$ cat config.mk
export PLATFORM = sky130hd
export DESIGN_NAME = reg_writeback
export DESIGN_NICKNAME = d
export VERILOG_FILES = /design/src/rtl/riscv_pkg.sv /design/src/rtl/wb_fifo.sv /design/src/rtl/reg_writeback.sv
export SDC_FILE = /design/constraint.sdc
export NUM_CORES = 1
export LEC_CHECK = 0
export CAP_MARGIN = 30
export CORE_MARGIN = 3
export CORE_UTILIZATION = 51
export CTS_BUF_LIST = sky130_fd_sc_hd__clkbuf_4
export DETAILED_ROUTE_END_ITERATION = 7
export GPL_ROUTABILITY_DRIVEN = 0
export PLACE_DENSITY = 0.82
export SETUP_SLACK_MARGIN = 0.05
export SYNTH_ARGS = -nofsm -noshare
export SYNTH_HDL_FRONTEND = slang
export SYNTH_HIERARCHICAL = 1
export SYNTH_SLANG_ARGS = --single-unit
$ cat constraint.sdc
create_clock -name clk_i -period 6.9 [get_ports clk_i]
set_input_delay 2.07 -clock clk_i [delete_from_list [all_inputs] [get_ports clk_i]]
set_output_delay 2.07 -clock clk_i [all_outputs]
set_load 0.02 [all_outputs]
$ cat src/rtl/riscv_pkg.sv
// riscv_pkg: register-file widths and the writeback request type shared across the integer pipeline
package riscv_pkg;

    localparam int NUM_REGS   = 32;
    localparam int XLEN       = 32;
    localparam int REG_ADDR_W = $clog2(NUM_REGS);

    typedef struct packed {
        logic [REG_ADDR_W-1:0] rd;
        logic [XLEN-1:0]       data;
    } wb_req_t;

endpackage

$ cat src/rtl/wb_fifo.sv
// wb_fifo: synchronous circular-buffer FIFO of writeback requests
module wb_fifo
    import riscv_pkg::*;
#(
    parameter type T     = wb_req_t,
    parameter int  DEPTH = 2
) (
    input  logic clk_i,
    input  logic rst_i,
    input  logic push,
    input  logic pop,
    input  T     wdata,
    output T     rdata,
    output logic full,
    output logic empty
);

    localparam int PW = $clog2(DEPTH);

    T               mem [DEPTH];
    logic [PW-1:0]  wr_ptr;
    logic [PW-1:0]  rd_ptr;
    logic [PW:0]    count;

    assign full  = count == (PW+1)'(DEPTH);
    assign empty = count == '0;
    assign rdata = mem[rd_ptr];

    // DEPTH is a power of two, so the pointers wrap by natural overflow
    always_ff @(posedge clk_i) begin
        if (rst_i) begin
            wr_ptr <= '0;
            rd_ptr <= '0;
            count  <= '0;
        end else begin
            if (push) begin
                mem[wr_ptr] <= wdata;
                wr_ptr      <= wr_ptr + 1'b1;
            end
            if (pop)
                rd_ptr <= rd_ptr + 1'b1;
            count <= count + {{PW{1'b0}}, push} - {{PW{1'b0}}, pop};
        end
    end

endmodule

$ cat src/rtl/reg_writeback.sv
// reg_writeback: merges ALU and LSU results onto the register-file write port and tracks pending loads
module reg_writeback
    import riscv_pkg::*;
#(
    parameter int REG_COUNT      = NUM_REGS,
    parameter int WORD_SIZE      = XLEN,
    parameter int LSU_FIFO_DEPTH = 2,
    localparam int RA_W          = $clog2(REG_COUNT)
) (
    input  logic                 clk_i,
    input  logic                 rst_i,
    input  logic                 alu_valid_i,
    input  logic [RA_W-1:0]      alu_rd_i,
    input  logic [WORD_SIZE-1:0] alu_data_i,
    input  logic                 lsu_valid_i,
    output logic                 lsu_ready_o,
    input  logic [RA_W-1:0]      lsu_rd_i,
    input  logic [WORD_SIZE-1:0] lsu_data_i,
    input  logic                 issue_load_i,
    input  logic [RA_W-1:0]      issue_rd_i,
    output logic [REG_COUNT-1:0] busy_o,
    output logic                 reg_write_o,
    output logic [RA_W-1:0]      write_reg_o,
    output logic [WORD_SIZE-1:0] write_data_o
);

    typedef struct packed {
        logic [RA_W-1:0]      rd;
        logic [WORD_SIZE-1:0] data;
    } req_t;

    req_t                 lsu_req;
    req_t                 head;
    logic                 full;
    logic                 empty;
    logic                 push;
    logic                 pop;
    logic                 sel_valid;
    logic [RA_W-1:0]      sel_rd;
    logic [WORD_SIZE-1:0] sel_data;
    logic [REG_COUNT-1:0] set_mask;
    logic [REG_COUNT-1:0] clr_mask;
    logic [REG_COUNT-1:0] busy_next;

    assign lsu_req     = '{rd: lsu_rd_i, data: lsu_data_i};
    assign lsu_ready_o = !full;
    assign push        = lsu_valid_i && !full;
    assign pop         = !alu_valid_i && !empty;

    wb_fifo #(
        .T     (req_t),
        .DEPTH (LSU_FIFO_DEPTH)
    ) u_fifo (
        .clk_i (clk_i),
        .rst_i (rst_i),
        .push  (push),
        .pop   (pop),
        .wdata (lsu_req),
        .rdata (head),
        .full  (full),
        .empty (empty)
    );

    assign sel_valid = alu_valid_i || pop;
    assign sel_rd    = alu_valid_i ? alu_rd_i : head.rd;
    assign sel_data  = alu_valid_i ? alu_data_i : head.data;

    // A popped load clears its bit as it lands on the outputs; a same-cycle issue re-arms it
    assign set_mask  = issue_load_i ? REG_COUNT'(1) << issue_rd_i : '0;
    assign clr_mask  = pop ? REG_COUNT'(1) << head.rd : '0;
    assign busy_next = ((busy_o & ~clr_mask) | set_mask) & ~REG_COUNT'(1);

    always_ff @(posedge clk_i) begin
        if (rst_i) begin
            reg_write_o  <= 1'b0;
            write_reg_o  <= '0;
            write_data_o <= '0;
            busy_o       <= '0;
        end else begin
            reg_write_o <= sel_valid && sel_rd != '0;
            if (sel_valid) begin
                write_reg_o  <= sel_rd;
                write_data_o <= sel_data;
            end
            busy_o <= busy_next;
        end
    end

endmodule

Word-level counts from Yosys, hierarchy flattened
Memory sizes are Yosys's and may differ from the RTL's. A register that Yosys moved wholly into a read port is not among the register bits. Cells that the tools add are included.

$add $sub $neg: 4. Equality and inequality tests: 1. Shifts and indexed selects: 2. Muxes and demuxes: 9. Bitwise operators: 3. Reductions and logical operators: 9.

Operator list (count): 2-to-1 mux 32 bit (3); left shift 1 x 5 -> 32 bit (first input constant) (2); bitwise AND 32 bit (1); NOT 32 bit (1); OR 32 bit (1); 2-to-1 mux 1 bit (5); 2-to-1 mux 5 bit (1); nonzero test 5 bit (1); logical AND 1 bit (3); logical NOT 1 bit (3); adder 1 bit (second input constant) (2); adder 2 x 1 -> 2 bit (1); == test 2 bit (second input constant) (1); logical NOT 2 bit (1); subtractor 2 x 1 -> 2 bit (1); logical OR 1 bit (1).

Flip-flop bits (word level): 74. Bits in writable memories: 74. Bits of input ports: 84. Output and inout bits: 71. Logic and storage cells: 37. Memories: 1.

Memories: u_fifo.mem (words 2, bits a word 37, read ports 1, clocked after memory_dff 1, write ports 1, RTL line wb_fifo.sv:20) `T mem [DEPTH];`.

Depth between registers and ports, before layout
Depth in word-level cells: 7. Gate-level depth with buffers: 9. Mapped depth without buffers: 7.

Modules after synthesis
The synthesis kept the hierarchy.

Modules (own cells, without submodules): reg_writeback (times used 1, cells an instance 371, area each 3169.3 um^2); wb_fifo (times used 1, cells an instance 136, area each 3042.9 um^2).

Worst setup path after synthesis
Ideal clock, no wire load.

Path type: input-to-reg. From: input lsu_valid_i. To: memory u_fifo/mem[0][0] in the netlist's numbering (enable). Setup time: 0.485 ns. Data arrival time: 5.086 ns. Required time: 6.415 ns. Setup slack: 1.329 ns. Cell stages on the path: 2. Buffers on the path: 0. Cell sequence: nor2b_1 nor3b_1.

Longest elaborated chain between the ends: 4.

Ends and longest elaborated chain: from (decl) (RTL line reg_writeback.sv:15) `input logic lsu_valid_i,`; logical AND 1 bit (RTL line reg_writeback.sv:47) `assign push = lsu_valid_i && !full;`; 2-to-1 mux 1 bit (RTL line wb_fifo.sv:36) `if (push) begin`; 2-to-1 mux 1 bit (RTL line wb_fifo.sv:31) `if (rst_i) begin`; 2-to-1 mux 1 bit (implied by the code) (RTL line wb_fifo.sv:37) `mem[wr_ptr] <= wdata;`; to (decl) (RTL line wb_fifo.sv:20).

Every way passes these cells.

Worst setup path in the final report
From: register u_fifo.count[1]. To: output lsu_ready_o.

Longest elaborated chain between the ends: 2.

Ends and longest elaborated chain: from (decl) (RTL line wb_fifo.sv:23) `logic [PW:0] count;`; from (signal assigned) (RTL line wb_fifo.sv:42) `count <= count + {{PW{1'b0}}, push} - {{PW{1'b0}}, pop};`; == test 2 bit (RTL line wb_fifo.sv:25) `assign full = count == (PW+1)'(DEPTH);`; via full (RTL line reg_writeback.sv:34) `logic full;`; logical NOT 1 bit (RTL line reg_writeback.sv:46) `assign lsu_ready_o = !full;`; to (decl) (RTL line reg_writeback.sv:16) `output logic lsu_ready_o,`.

The timed path passes the listed nets, and every way through them passes these cells.

==> metrics.md <==
| Metric | Value |
|---|---|
| Share of layout cells above drive strength 1 | 17.5% |
| Setup ws final | 3050 ps |
| Vias in the first global route | 4724 |
| Largest net degree at the start of global routing | 44 |
| Max-slew violations | 0 |
| VDD IR max | 0.189 mV |
| Setup Buffers After CTS | 0 |
| #FFs+latches synth | 148 |
| Met3 Track Usage GR | 6.17% |
| GR Util met1 | 26.7% |
| Slew HR | 38.1% |
| Crit end category | primary output |
| Die width | 116 um |
| DR DRC count | 0 |
| Drt first pass iters | 5 |
| Seq pwr share | 44.4% |
| Gate Count Post-Synth | 507 |
| Top FF cell, synth | edfxtp_1 |
| Gate power share | 32.5% |
| First-pass GRT wire length | 23500 um |
| Top Usage Layer GRT | met2 |
| Hold WC Path Type | flop to flop |
| Total nets after synthesis | 593 |
| Synthesized area per cell | 12.3 um^2 |
| Placed Cells incl. Taps | 774 |
| Via count | 4565 |
| Final #Nets | 736 |
| Peak Freq | 260 MHz |
| Final non-filler cell total | 806 |
| Synthesized area | 6210 um^2 |
| Worst slack, placed | 2770 ps |
| Total Die Area | 13500 um^2 |
| WL final | 15000 um |
| N_diodes | 0 |
| Distinct cells, synth | 45 |
| Initial core utilization | 53.3% |
| Port Buffer Count | 153 |
| TritonCTS Sinks | 148 |
| Antenna violations before repair | 0 |
| Commonest non-fill, non-tap cell in the layout | clkdlybuf4s50_1 |
| DRT iter0 DRCs | 401 |
| Synth warn | 6 |
| Net Sw Power | 0.714 mW |
| All-Layer GR Usage | 22.6% |
| CTS tree | done |
| Tmin final | 3850 ps |
| Core Region | 11700 um^2 |
| Num CTS Buffers | 17 |
| Clk buf depth | 2 |
| Internal Power | 1.68 mW |
| Root Driver | clkbuf_4 |
| Clk pwr share | 23.1% |
| IO Pins | 155 |
| LEAKAGE | 2.86 nW |
| Post-synth top area cell | edfxtp_1 |
| ANT nets after route | 0 |
| Row cnt | 39 |
| Layout Skew | 17.8 ps |
| CP Cell Sequence | nor2b_1 -> inv_1 -> clkdlybuf4s50_1 |
| GR Overflow Total | 0 |
| Clk_lat worst skew | 540 ps |
| Switching Fraction | 29.9% |
| WL/cell | 18.6 um |
| GR Util met2 | 39.7% |
| # Max-Cap Violations | 0 |
| Number of synthesized flops with an enable pin | 74 |
| Vias per cell | 5.66 |
| Core Util, Final | 69.1% |
| Status | finished clean |
| Post-synth top area share | 35.8% |
| H-tree depth | 4 |
| TNS Setup | 0 ps |
| Worst Setup SP | u_fifo/count[1] |
| Register area share after synthesis | 59.6% |
| # resized after CTS | 0 |
| Pwr Density | 297 nW/um^2 |
| Worst Tran Pin Value | 929 ps |
| Final period util | 55.8% |
| Final Hold Viols | 0 |
| Vert. Die Dim | 116 um |
| Final HPWL DP | 10300 um |
| Worst Path Arrival | 1780 ps |
| CP startpoint kind | flop |
| Final setup fails | 0 |
| CP max FO | 3 |
| Largest stage delay on the critical path | 540 ps |
| CP required | 4830 ps |
| Most frequent cells in the layout | 151 x clkdlybuf4s50_1, 86 x nand2_1, 74 x edfxtp_1, 73 x dfxtp_1, 43 x mux2_2 |
| Slowest-stage cell, CP | clkdlybuf4s50_1 |
| Clock-pin transition on the worst setup and hold timing paths | 120 ps |
| Ys async rst share | 0% |
| Min-delay src | busy_o[29] |
| WS Path Type | flop to primary output |
| Synth area leaders | edfxtp_1 36%, dfxtp_1 24%, mux2_2 7.8% |
| CTS Hold Bufs | 0 |
| Area Overhead vs Synth | 29.6% |
| RSZ-0062 raised after global routing | false |
==> worst max-delay path: cells and delay by family (launching register included) <==
family / cells / cell delay, ps
buf+inv: 2 / 600
flops: 1 / 410
simple gates: 1 / 230
==> cell type report <==
type / count / area (um^2)
fillers: 832 / 3610
inverters: 18 / 67.6
repair buffers: 158 / 1570
clock inverters: 12 / 138
multi-input cells: 307 / 2240
clock buffers: 20 / 150
well taps: 143 / 179
flip-flops and latches: 148 / 3700
==> worst paths after layout <==
| path | end | cells past startpoint | slack (ps) |
|---|---|---|---|
| worst max register to register | busy_o[15] | 5 | 4320 |
| worst min-delay path | busy_o[29] | 2 | 490 |
| worst max-delay path | lsu_ready_o | 3 | 3050 |
| worst min register to register | busy_o[29] | 2 | 490 |
==> metal layers <==
layer | vias to the layer above | part of all wire [%]
met5 | - | 0
met4 | 0 | 1.6
met3 | 23 | 7.5
met2 | 209 | 51
met1 | 2200 | 40
li1 | 2133 | -
==> synthesized netlist by cell type, drive strengths merged (2+ instances only) <==
cell type  instances
nand3b             2
a21oi             35
nand2             86
nor3               6
mux2              73
o211ai             4
nor4               9
nand3              3
xnor2              2
buf               16
o21ai             15
ha                 2
nor2               9
nand2b             8
o311ai            12
o32ai             16
inv               18
clkbuf            18
edfxtp            74
o31ai              2
or3                2
nor2b              5
or2                2
dfxtp             74
==> metrics by stage <==
step / instance area (um^2) / total power [mW] / hold slack, ps
5_1_grt: 8050 / 2.50 / 508
3_3_place_gp: 7750 / 1.83 / 457
3_5_place_dp: 7770 / 1.86 / 472
4_1_cts: 8050 / 2.41 / 489
6_report: 8050 / 2.39 / 490
2_1_floorplan: 6210 / 1.65 / 481
==> sequential cells by signal (all words and copies together) (netlist names), named ones only <==
signal	count
busy_o	31
reg_write_o	1
u_fifo/count	2
u_fifo/mem	74
u_fifo/rd_ptr	1
u_fifo/wr_ptr	1
write_data_o	32
write_reg_o	5
==> cells by family (layout without fill, tap and decap cells) <==
| group | count (synthesis) | in the layout | share of synthesized area, % |
|---|---|---|---|
| AOI/OAI and AO/OA | 87 | 87 | 9.14 |
| xor gates and xnor gates | 3 | 3 | 0.645 |
| DFF | 148 | 148 | 59.6 |
| muxes | 74 | 74 | 15.2 |
| buffers and inverters | 52 | 208 | 4.49 |
| and+or+nand+nor | 140 | 140 | 10.4 |
| adders and majority gates | 2 | 2 | 0.403 |
| other | 1 | 1 | 0.0604 |
==> power groups by stage <==
stage	clock network, mW	registers, mW	logic [mW]
2_1_floorplan	0	1.10	0.552
3_3_place_gp	0	1.10	0.724
3_5_place_dp	0	1.08	0.776
4_1_cts	0.563	1.06	0.780
5_1_grt	0.594	1.07	0.834
6_report	0.552	1.06	0.777
(Power assumes the default switching activity.)
